==> src/rtl/lift_call_scheduler.sv <==
// SCAN call scheduler for a four-floor lift: latches calls, chooses direction,
// issues single-floor step pulses and times travel and door-open dwell.
module lift_call_scheduler #(
  parameter int unsigned TRAVEL_CYCLES = 16,
  parameter int unsigned DOOR_CYCLES   = 32
) (
  input  logic       CLK,
  input  logic       RST_N,
  input  logic [3:0] call_req,
  input  logic [1:0] cur_floor,
  output logic       stop_go,
  output logic       up_down,
  output logic       door_open,
  output logic [3:0] pending,
  output logic [1:0] o_dbg_state
);

  typedef enum logic [1:0] {
    S_IDLE   = 2'd0,
    S_STEP   = 2'd1,
    S_TRAVEL = 2'd2,
    S_DOOR   = 2'd3
  } state_t;

  localparam logic [7:0] TRAVEL_LOAD = 8'(TRAVEL_CYCLES - 1);
  localparam logic [7:0] DOOR_LOAD   = 8'(DOOR_CYCLES - 1);

  state_t     r_state;
  logic       r_dir;
  logic [3:0] r_pending;
  logic [7:0] r_cnt;

  logic [3:0] w_here_mask;
  logic [3:0] w_above_mask;
  logic [3:0] w_below_mask;
  logic       w_here;
  logic       w_above;
  logic       w_below;
  logic       w_clear_now;
  logic [3:0] w_clr;

  assign w_here_mask  = 4'b0001 << cur_floor;
  assign w_above_mask = 4'b1110 << cur_floor;
  assign w_below_mask = ~(w_above_mask | w_here_mask);

  assign w_here  = |(r_pending & w_here_mask);
  assign w_above = |(r_pending & w_above_mask);
  assign w_below = |(r_pending & w_below_mask);

  // The current floor's call is cleared on the cycle the door decision is
  // taken and for the whole dwell, so presses at an open door are absorbed.
  assign w_clear_now = ((r_state == S_IDLE) && w_here) || (r_state == S_DOOR);
  assign w_clr       = w_clear_now ? w_here_mask : 4'b0000;

  always_ff @(posedge CLK) begin
    if (!RST_N) begin
      r_state   <= S_IDLE;
      r_dir     <= 1'b1;
      r_pending <= 4'b0000;
      r_cnt     <= 8'd0;
    end else begin
      r_pending <= (r_pending | call_req) & ~w_clr;
      case (r_state)
        S_IDLE: begin
          // Keep the current direction while work remains ahead of the car.
          if (w_here) begin
            r_state <= S_DOOR;
            r_cnt   <= DOOR_LOAD;
          end else if (r_dir && w_above) begin
            r_state <= S_STEP;
          end else if (!r_dir && w_below) begin
            r_state <= S_STEP;
          end else if (w_above) begin
            r_dir   <= 1'b1;
            r_state <= S_STEP;
          end else if (w_below) begin
            r_dir   <= 1'b0;
            r_state <= S_STEP;
          end
        end
        S_STEP: begin
          r_state <= S_TRAVEL;
          r_cnt   <= TRAVEL_LOAD;
        end
        S_TRAVEL: begin
          if (r_cnt == 8'd0) r_state <= S_IDLE;
          else               r_cnt   <= r_cnt - 8'd1;
        end
        S_DOOR: begin
          if (r_cnt == 8'd0) r_state <= S_IDLE;
          else               r_cnt   <= r_cnt - 8'd1;
        end
        default: r_state <= S_IDLE;
      endcase
    end
  end

  assign stop_go     = (r_state != S_STEP);
  assign door_open   = (r_state == S_DOOR);
  assign up_down     = r_dir;
  assign pending     = r_pending;
  assign o_dbg_state = r_state;

endmodule
==> config.mk <==
export PLATFORM = sky130hd
export DESIGN_NAME = lift_call_scheduler
export DESIGN_NICKNAME = d
export VERILOG_FILES = /design/src/rtl/lift_call_scheduler.sv
export SDC_FILE = /design/constraint.sdc
export NUM_CORES = 1
export LEC_CHECK = 0
export CORE_ASPECT_RATIO = 1.2
export CORE_MARGIN = 5
export CORE_UTILIZATION = 31
export CTS_CLUSTER_DIAMETER = 40
export DETAILED_ROUTE_END_ITERATION = 10
export REMOVE_ABC_BUFFERS = 1
export SYNTH_ARGS = -nofsm -noshare
export SYNTH_HDL_FRONTEND = slang
export SYNTH_SLANG_ARGS = --single-unit
==> constraint.sdc <==
create_clock -name CLK -period 2 [get_ports CLK]
set_clock_uncertainty 0.2 [all_clocks]
set_input_delay 0.5 -clock CLK [delete_from_list [all_inputs] [get_ports CLK]]
set_output_delay 0.5 -clock CLK [all_outputs]
set_load 0.03 [all_outputs]
==> metrics, run 1 <==
status completed; worst hold stages 2; RSZ-0062 raised after global routing false; Distinct cells, synth 36; Vias/cell around 5.3; vias in the first global route ~860; share of cells above drive strength 1 0.220; Lkg Pwr 0.496 nW; Die Y 67.5 um; Std-Cell Rows 20; die width 57.9 um; drt first pass iters 4; worst skew pair latency between 200 and 300 ps; Total Wirelength 2190 um; CTS Buf Count 3; Residual DRC 0; Psw 0.489 mW; final slew viol count 0; # IOs 17; CTS tree done; reg-to-reg endpoint r_cnt[3]$_SDFFE_PN0P_; GPL Wtd Cong around 0.79; Tmin final 1950 ps; Seq/Total Area, Yosys 0.351; first-pass GRT wire length about 3800 um; largest net degree at the start of global routing 11; Clk pin slew, worst setup/hold paths 90 ps; Design Area, Final 1170 um2; DP Area 1120 um2; Tot GR Track Use 0.123; total number of vias 875; Int Power 0.746 mW; sw frac 0.396; Clock Power Share 0.142; worst vdd ir 464 uV; IO Port Bufs 16; number of cells on the worst reg-to-reg path 7; Mapped Cells 103; antenna viol nets, final 0; crit end category register; gr ovfl total 0; Least-Margin Pin Slew 433 ps; core area 2600 um2; per-instance average area after synthesis just over 8 um2; critical path arrival 1970 ps; Worst Hold End up_down$_SDFFE_PN1P_; Total Nets Final 143; Hold Path Class reg -> reg; worst hold start up_down$_SDFFE_PN1P_; WHS 321 ps; synth-to-layout area growth 36.6%; endpoints failing setup 0; ant diodes 0; htree depth 1; CP startpoint kind input pin; Starting Density 0.328; Total Power approximately 1.2 mW; reg2reg setup slack 120 ps; CTS Sinks 15; FMAX 512 MHz; Yosys reg bits 15; wire length per cell 13.3 um; DRT iter0 DRCs 37; power density cells around 1100 nW/um2; die area 3910 um2; DP HPWL approximately 1700 um; CTS max path bufs 2; Reg2Reg Launch Point r_cnt[0]$_SDFFE_PN0P_; CP Max Fanout 10; Yosys warnings 0; root buffer cell clkbuf_4; max cap viols 0; Setup CP Type in -> reg; Final Cycle Share 0.976; Comb power frac 0.504; area of the mapped netlist 855 um2; Fin. Hold Viols 0; Critical Path RT 2020 ps; initial antenna violation count 0; max_slew headroom 0.709; Flop pwr share 0.354
## logic make-up (layout without fill, tap and decap cells)
group           Yosys count  in the layout  share of synthesized area
xor+xnor                  1              1                     0.0103
mux                       3              3                     0.0512
compound gates           38             38                      0.283
simple gates             32             32                      0.204
fa+ha+maj                 2              2                     0.0293
flops                    15             15                      0.351
buf+inv                  12             41                     0.0717
## final cells by class
| cell class | count | area, um2 |
|---|---|---|
| Fill cell | 274 | 1440 |
| Multi-Input combinational cell | 76 | 515 |
| Sequential cell | 15 | 300 |
| Timing Repair Buffer | 29 | 254 |
| Tap cell | 33 | 41.3 |
| Inverter | 8 | 30.0 |
| Clock buffer | 4 | 26.3 |
## through the flow
step / setup TNS [ps] / utilization / std cells / setup WS [ps]
2_1_floorplan: 0 / - / 99 / 56.7
3_5_place_dp: -4710 / 0.431 / 160 / -582
6_report: 0 / 0.449 / 165 / 47.6
3_3_place_gp: -4550 / 0.431 / 160 / -541
4_1_cts: 0 / 0.446 / 165 / 28.3
5_1_grt: 0 / 0.449 / 165 / 7.19
## placed cells by master (no fill, tap or decap), types with 2 or more instances in the layout
master / netlist / final
a21oi_1: 7 / 7
a31oi_1: 5 / 5
buf_4: 0 / 14
clkbuf_4: 0 / 3
clkdlybuf4s50_1: 0 / 5
dfxtp_1: 15 / 15
dlygate4sd2_1: 0 / 9
ha_1: 2 / 2
inv_1: 8 / 8
nand2_1: 7 / 7
nor2_1: 8 / 8
nor3_1: 3 / 3
nor4_1: 2 / 2
o211a_1: 2 / 2
o21a_1: 2 / 2
o21ai_0: 13 / 11
o21ai_1: 0 / 2
o31ai_1: 3 / 3
or3_1: 2 / 2
or4_4: 1 / 2
## routing by layer
| layer | up-vias | part of all wire | track usage |
|---|---|---|---|
| li1 | 438 | - | - |
| met1 | 414 | 0.46 | 0.158 |
| met2 | 19 | 0.49 | 0.202 |
| met3 | 4 | 0.034 | 0.0153 |
| met4 | 0 | 0.014 | 0.0580 |
| met5 | - | 0 | 0 |
## worst max-delay path: stages
cell,delay (ps)
dlygate4sd2_1,260
mux4_2,390
nor2_2,70
buf_12,130
or4_4,500
a31oi_1,130
## flip-flops by register name, summed over array words and instances, names as in the netlist
name         cells
r_cnt            8
pending          4
o_dbg_state      2
up_down          1
## cells in the mapped netlist
cell type | number | area share
mux2_2 | 1 | 0.013
a31oi_1 | 5 | 0.037
or4_4 | 1 | 0.013
nor4_1 | 2 | 0.015
o21a_1 | 2 | 0.018
nor2_1 | 8 | 0.035
o2111ai_1 | 1 | 0.010
o21ba_2 | 1 | 0.012
buf_6 | 2 | 0.026
o31ai_1 | 3 | 0.026
or4_1 | 2 | 0.018
or4bb_1 | 1 | 0.013
nand2b_1 | 1 | 0.0073
a21oi_1 | 7 | 0.041
or3b_2 | 1 | 0.010
xor2_1 | 1 | 0.010
o211ai_1 | 1 | 0.0088
nand2_1 | 7 | 0.031
mux4_2 | 1 | 0.026
and2_1 | 1 | 0.0073
inv_1 | 8 | 0.035
o21ai_0 | 13 | 0.076
a311oi_1 | 1 | 0.010
mux2i_1 | 1 | 0.012
o41ai_1 | 1 | 0.010
nor3_1 | 3 | 0.018
nor2_2 | 1 | 0.0073
nor2b_1 | 1 | 0.0073
or3_1 | 2 | 0.015
ha_1 | 2 | 0.029
clkbuf_2 | 1 | 0.0059
o211a_1 | 2 | 0.023
a32oi_1 | 1 | 0.010
dfxtp_1 | 15 | 0.35
clkbuf_1 | 1 | 0.0044
or2_2 | 1 | 0.0073
## worst max-delay path by stage
stage	start	endpoint	slack [ps]
2_1_floorplan	cur_floor[0]	o_dbg_state[0]$_SDFFE_PN0P_	60
3_3_place_gp	cur_floor[0]	o_dbg_state[0]$_SDFFE_PN0P_	-540
3_5_place_dp	cur_floor[0]	o_dbg_state[0]$_SDFFE_PN0P_	-580
4_1_cts	cur_floor[0]	r_cnt[3]$_SDFFE_PN0P_	30
5_1_grt	cur_floor[0]	r_cnt[3]$_SDFFE_PN0P_	7
6_report	cur_floor[0]	r_cnt[3]$_SDFFE_PN0P_	50
## power by group through the flow
stage	sequential, mW	clock [mW]	combinational (mW)
2_1_floorplan	0.471	0	0.319
3_3_place_gp	0.439	0	0.592
3_5_place_dp	0.442	0	0.601
4_1_cts	0.434	0.186	0.607
5_1_grt	0.451	0.201	0.687
6_report	0.437	0.175	0.622
## what timing repair did
item | CTS | global route
gates resized for setup | 12 | 3
pin swaps | 1 | 4
buffers inserted | 1 | 0
endpoints found under the setup margin | 16 | 4
hold buffers | 0 | 0
Note: power is estimated with default switching activity, not from simulation.
==> inputs of run 2 (changes only) <==
CAP_MARGIN = 10   (was default)
SETUP_SLACK_MARGIN = 0.2   (was default)
==> run 2 against run 1 <==
Clock power hardly changed. Worst setup slack better by 92 ps. Die area stayed put. Power is 21% higher. Count of clock-buffer cells in the layout unchanged. Routed wire length is 23% higher. Register-to-register slack gained 40 ps. Via count is 7.8% higher. Core utilization grew 8.1 points. Final cell count rose by 4.8%. Critical path depth stayed put. Critical path type unchanged. Critical endpoint unchanged. Largest cell class unchanged. Largest power group unchanged.
==> metrics, run 2 (synthesis results as in run 1) <==
CTS max path bufs 2; die width 57.9 um; Biggest register r_cnt; FMAX ~540 MHz; number of cells on the worst reg-to-reg path 7; CP max stage cell or4_4; sw frac 0.400; commonest cells after routing, fill and taps aside buf_4 (17), o21ai_0 (10), a21oi_1 (7); worst hold start cur_floor[0]; RSZ-0062 raised after global routing true; GPL Wtd Cong 0.791; endpoints failing setup 0; Setup CP Type in -> reg; hold buffer count at CTS 0; Vias/cell 5.45; CTS Buf Count 3; Fillers 247; htree depth 1; wire length per cell 15.6 um; CP Max Fanout 5; antenna viol nets, final 0; Tot GR Track Use 0.137; number of flip-flops in the largest register 8; status completed; Clk pin slew, worst setup/hold paths 90 ps; max cap viols 0; crit end category register; largest stage delay on the critical path 500 ps; Multi-input gate area between 600 and 700 um2; critical path arrival 1870 ps; Starting Density 0.328; largest net degree at the start of global routing 11; CTS tree done; Total Nets Final 151; DRT iter0 DRCs a little under 60; Comb power frac 0.574; sequential cell area 330 um2; pre-CTS setup slack -582 ps; vias in the first global route 900; critical path, cell by cell buf_6 -> mux4_2 -> nor2_4 -> buf_12 -> or4_4 -> a31oi_1; die area 3910 um2; Die Y 67.5 um; total number of vias 943; Reg2Reg Launch Point r_cnt[0]$_SDFFE_PN0P_; gr ovfl total 0; Least-Margin Pin Slew 418 ps; worst hold stages 3; ant diodes 0; Final Worst Setup Slack around 140 ps; max_slew headroom 0.719; share of cells above drive strength 1 0.486; Critical Path RT 2010 ps; fin util 0.529; CP startpoint kind input pin; reg2reg setup slack 160 ps; Hold Path Class in -> reg; power density cells ~1100 nW/um2; synth-to-layout area growth 61.2%; Std-Cell Rows 20; Residual DRC 0; Lkg Pwr 0.556 nW; reg-to-reg endpoint r_cnt[3]$_SDFFE_PN0P_; Fin. Hold Viols 0; final slew viol count 0; root buffer cell clkbuf_4; Total Wirelength 2700 um; Tmin final between 1500 and 2000 ps; WHS 320 ps; worst vdd ir 534 uV; Flop pwr share 0.308; first-pass GRT wire length 4190 um; initial antenna violation count 0; Int Power 0.896 mW; worst skew pair latency 280 ps; IO Port Bufs 16; CTS Sinks 15; DP HPWL 1680 um; Clock Power Share 0.118; Psw 0.597 mW; Worst Hold End pending[1]$_SDFF_PN0_; most common cell after layout, fill and taps aside buf_4; Total Power 1.49 mW; # IOs 17; drt first pass iters 5; Final Cycle Share 0.930; core area 2600 um2
run 2: changes by cell type in the layout (fill, tap and decap cells not counted), sizes merged:
cell	change
dlygate4sd2	-8
buf	+8
clkbuf	+4
clkdlybuf4s15	+4
run 2: metal layers:
metal,global-route usage,up-vias,share of wire
met4,0.0667,0,0.016
met1,0.177,456,0.42
li1,-,463,-
met2,0.223,20,0.52
met3,0.0191,4,0.040
met5,0,-,0
run 2: worst max-delay path, delay by kind of cell:
kind,cells,cell delay [ps]
muxes,1,420
buffers and inverters,2,220
and+or+nand+nor,2,570
AOI/OAI and AO/OA,1,160
run 2: worst max path at each step:
stage	end	cells after the start	from
after global routing	r_cnt[5]$_SDFFE_PN0P_	6	r_cnt[0]$_SDFFE_PN0P_
after detailed placement	o_dbg_state[0]$_SDFFE_PN0P_	5	cur_floor[0]
after global placement	o_dbg_state[0]$_SDFFE_PN0P_	5	cur_floor[0]
after CTS	r_cnt[5]$_SDFFE_PN0P_	6	r_cnt[1]$_SDFFE_PN0P_
final	r_cnt[3]$_SDFFE_PN0P_	6	cur_floor[0]
after floorplan	o_dbg_state[0]$_SDFFE_PN0P_	4	cur_floor[0]
run 2: power by group through the flow:
| stage | clock network, mW | registers [mW] | logic, mW |
|---|---|---|---|
| detailed placement | 0 | 0.442 | 0.601 |
| global placement | 0 | 0.439 | 0.592 |
| CTS | 0.186 | 0.445 | 0.736 |
| finish | 0.176 | 0.460 | 0.857 |
| floorplan | 0 | 0.471 | 0.319 |
| global route | 0.200 | 0.472 | 0.928 |
run 2: per-stage QoR:
step / instances / area (um2) / TNS, ps
after floorplan: 99 / 823 / 0
after global placement: 160 / 1120 / -4550
after detailed placement: 160 / 1120 / -4710
after CTS: 170 / 1280 / 0
after global routing: 173 / 1380 / 0
final: 173 / 1380 / 0
run 2: final cells by class:
| type | instances | share of cell area |
|---|---|---|
| multi-input combinational | 76 | 0.440 |
| timing repair buffer | 37 | 0.250 |
| sequential | 15 | 0.240 |
| tap | 33 | 0.0300 |
| inverter | 8 | 0.0218 |
| clock buffer | 4 | 0.0191 |
run 2: repair_timing:
item	CTS	global route
pin swaps	11	14
cloned	0	1
gates resized for setup	47	27
endpoints found under the setup margin	20	18
buffers inserted	6	2
==> inputs of run 3 (changes only) <==
ABC_AREA = 1   (was default)
CELL_PAD_IN_SITES_DETAIL_PLACEMENT = 0   (was default)
CELL_PAD_IN_SITES_GLOBAL_PLACEMENT = 2   (was default)
CORE_UTILIZATION = 24   (was 31)
PLACE_DENSITY_LB_ADDON = 0.1   (was default)
REMOVE_ABC_BUFFERS = default   (was 1)
==> run 3 against run 2 <==
Non-clock buffer count fell by 7. Combinational power fell by 28%. Flip-flop and latch count did not move. Hold slack got worse by 25 ps. Synthesized cell count rose by 33%. Core utilization fell by 18 points. Final area fell by 8.7%. Fmax rose by 5.6%. Count of clock-buffer cells in the layout did not move. Worst setup slack improved by 98 ps.
==> metrics, run 3 <==
status completed; Mapped Cells roughly 140; RSZ-0062 raised after global routing true; Seq/Total Area, Yosys 0.331; gr ovfl total 0; Starting Density 0.250; DP Area 1210 um2; CP Buf/Inv Count 3; worst skew pair latency 250 ps; largest stage delay on the critical path 340 ps; htree depth 1; Total Nets Final 179; Yosys reg bits 15; DP HPWL between 2000 and 2500 um; drt first pass iters 4; DR WL met3 80 um; Synth Flop Type dfxtp_1; placed cell count 215; antenna viol nets, final 0; CP max stage cell dfxtp_2; Post-Layout Cell Count 220; Residual DRC 0; post-synthesis mux area share 0; largest net degree at the start of global routing 13; Synth Area in Adders 0.0275; GPL Wtd Cong approximately 0.77; Synthesized Nets 147; Distinct cells, synth 26; worst vdd ir 242 uV; endpoints failing setup 0; Final Worst Setup Slack between 200 and 250 ps; total number of vias approximately 990; ys async rst share 0; commonest cells after routing, fill and taps aside nand2_1 (30), nor2_1 (20), dfxtp_1 (14), buf_4 (14), inv_1 (13); most used cell, CP buf_6; DRT iter0 DRCs 17; area of the mapped netlist 908 um2; Least-Margin Pin Slew 338 ps; core area 3630 um2; CP Max Fanout 12; crit-path leading delay family buffers and inverters; power density cells 1020 nW/um2; highest routed layer met4; Tmin final ~1800 ps; Clk pin slew, worst setup/hold paths 70 ps; main combinational cell family by area after synthesis simple AND/OR/NAND/NOR gates; initial antenna violation count 0; Yosys warnings 0; CP startpoint kind register; Tot GR Track Use 0.119; Lkg Pwr 0.575 nW; per-instance average area after synthesis between 6 and 7 um2; number of flip-flops in the largest register 8; CTS Buf Count 3; crit end category primary output; wire length per cell 13.0 um; hold buffer count at CTS 0; critical path arrival 1060 ps; share of cells above drive strength 1 0.208; first-pass GRT wire length between 4000 and 5000 um; EDFF count, synth 0; synth-to-layout area growth 38.4%; CTS Sinks 15; ant diodes 0; cell taking the most area after synthesis dfxtp_1; Final Cycle Share 0.881; pre-CTS setup slack -261 ps; CTS tree done; final slew viol count 0; CTS max path bufs 2; Setup CP Type reg -> out; most common cell after layout, fill and taps aside nand2_1; max_slew headroom 0.774; max cap viols 0; Total Wirelength roughly 2900 um; Hold Path Class reg -> reg; Design Area, Final 1260 um2; critical path, cell by cell buf_6 -> inv_1 -> nand2_2 -> buf_6; # IOs 17; commonest cells in the netlist nand2_1 (31), nor2_1 (20), dfxtp_1 (15); post-synth top area share 0.331; Fin. Hold Viols 0; die width roughly 66 um; post-synthesis simple-gate area fraction 0.428; fin util 0.346; post-synthesis compound-gate area fraction 0.138; Critical Path RT 1300 ps; Met2 Routed Length ~1600 um; WL met1 1180 um; Die Y 77.4 um; Std-Cell Rows 24; IO Port Bufs 16; Synth Area in XOR/XNOR 0; die area 5120 um2; most common cell in the netlist nand2_1; FMAX around 570 MHz; Biggest register r_cnt; largest cells by area after synthesis dfxtp_1 (33%), nand2_1 (13%), nor2_1 (8.3%), nand3_1 (6.6%), a21oi_1 (5.5%); root buffer cell clkbuf_8; Vias/cell 4.51; vias in the first global route ~1k
==> run 3: changes by cell type after synthesis, moves of 3 or more <==
cell	previous run	this run
inv_1	8	13
o31ai_1	3	0
nand4_1	0	5
nand3_1	0	12
o21ai_0	13	8
a21oi_1	7	10
nor2_1	8	20
nand2_1	7	31
==> run 3: final timing paths <==
kind / startpoint / end / slack, ps / depth (start not counted)
setup reg to reg: r_cnt[0]$_SDFFE_PN0P_ / r_cnt[2]$_SDFFE_PN0P_ / 320 / 7
hold / removal: up_down$_SDFFE_PN1P_ / up_down$_SDFFE_PN1P_ / 300 / 2
setup / recovery: o_dbg_state[1]$_SDFFE_PN0P_ / stop_go / 240 / 4
hold reg to reg: up_down$_SDFFE_PN1P_ / up_down$_SDFFE_PN1P_ / 300 / 2
==> run 3: cell type report <==
cell class | instances | area [um2]
Clock buffer | 4 | 45.0
Timing Repair Buffer | 30 | 243
Tap cell | 52 | 65.1
Multi-Input combinational cell | 105 | 551
Sequential cell | 15 | 302
Inverter | 14 | 52.6
Fill cell | 410 | 2380
==> run 3: repair_timing <==
action / CTS / global route
pin swaps: 0 / 1
buffers inserted: 0 / 1
setup endpoints to repair: 23 / 11
gates resized for setup: 12 / 10
==> run 3: metal layers <==
layer / vias to the layer above / track usage
met5: - / 0
met4: 0 / 0.0366
met3: 2 / 0.0217
met2: 14 / 0.231
met1: 465 / 0.125
li1: 511 / -
==> run 3: cell families (layout without fill, tap and decap cells) <==
kind of cell               after synthesis  count (layout)
AOI/OAI and AO/OA                       23              23
adders and majority gates                2               2
buffers and inverters                   17              48
DFF                                     15              15
and+or+nand+nor                         80              80
==> run 3: power by group <==
group,leakage (nW),total (mW),switching [mW],internal (mW)
Sequential,0.125,0.407,0.0540,0.353
Combinational,0.428,0.621,0.372,0.248
Clock,0.0228,0.255,0.114,0.141
Total,0.575,1.28,0.541,0.743
==> run 3: stage by stage <==
step | hold slack [ps] | setup TNS [ps] | power [mW]
2_1_floorplan | 266 | 0 | 0.791
3_3_place_gp | 273 | -2610 | 1.02
3_5_place_dp | 290 | -2810 | 1.02
4_1_cts | 303 | 0 | 1.28
5_1_grt | 325 | 0 | 1.39
6_report | 295 | 0 | 1.28
==> run 3: worst min-delay path: cells and delay by family (launching register included) <==
kind            cells  cell delay [ps]
flops               1              340
simple gates        1               50
compound gates      1               70
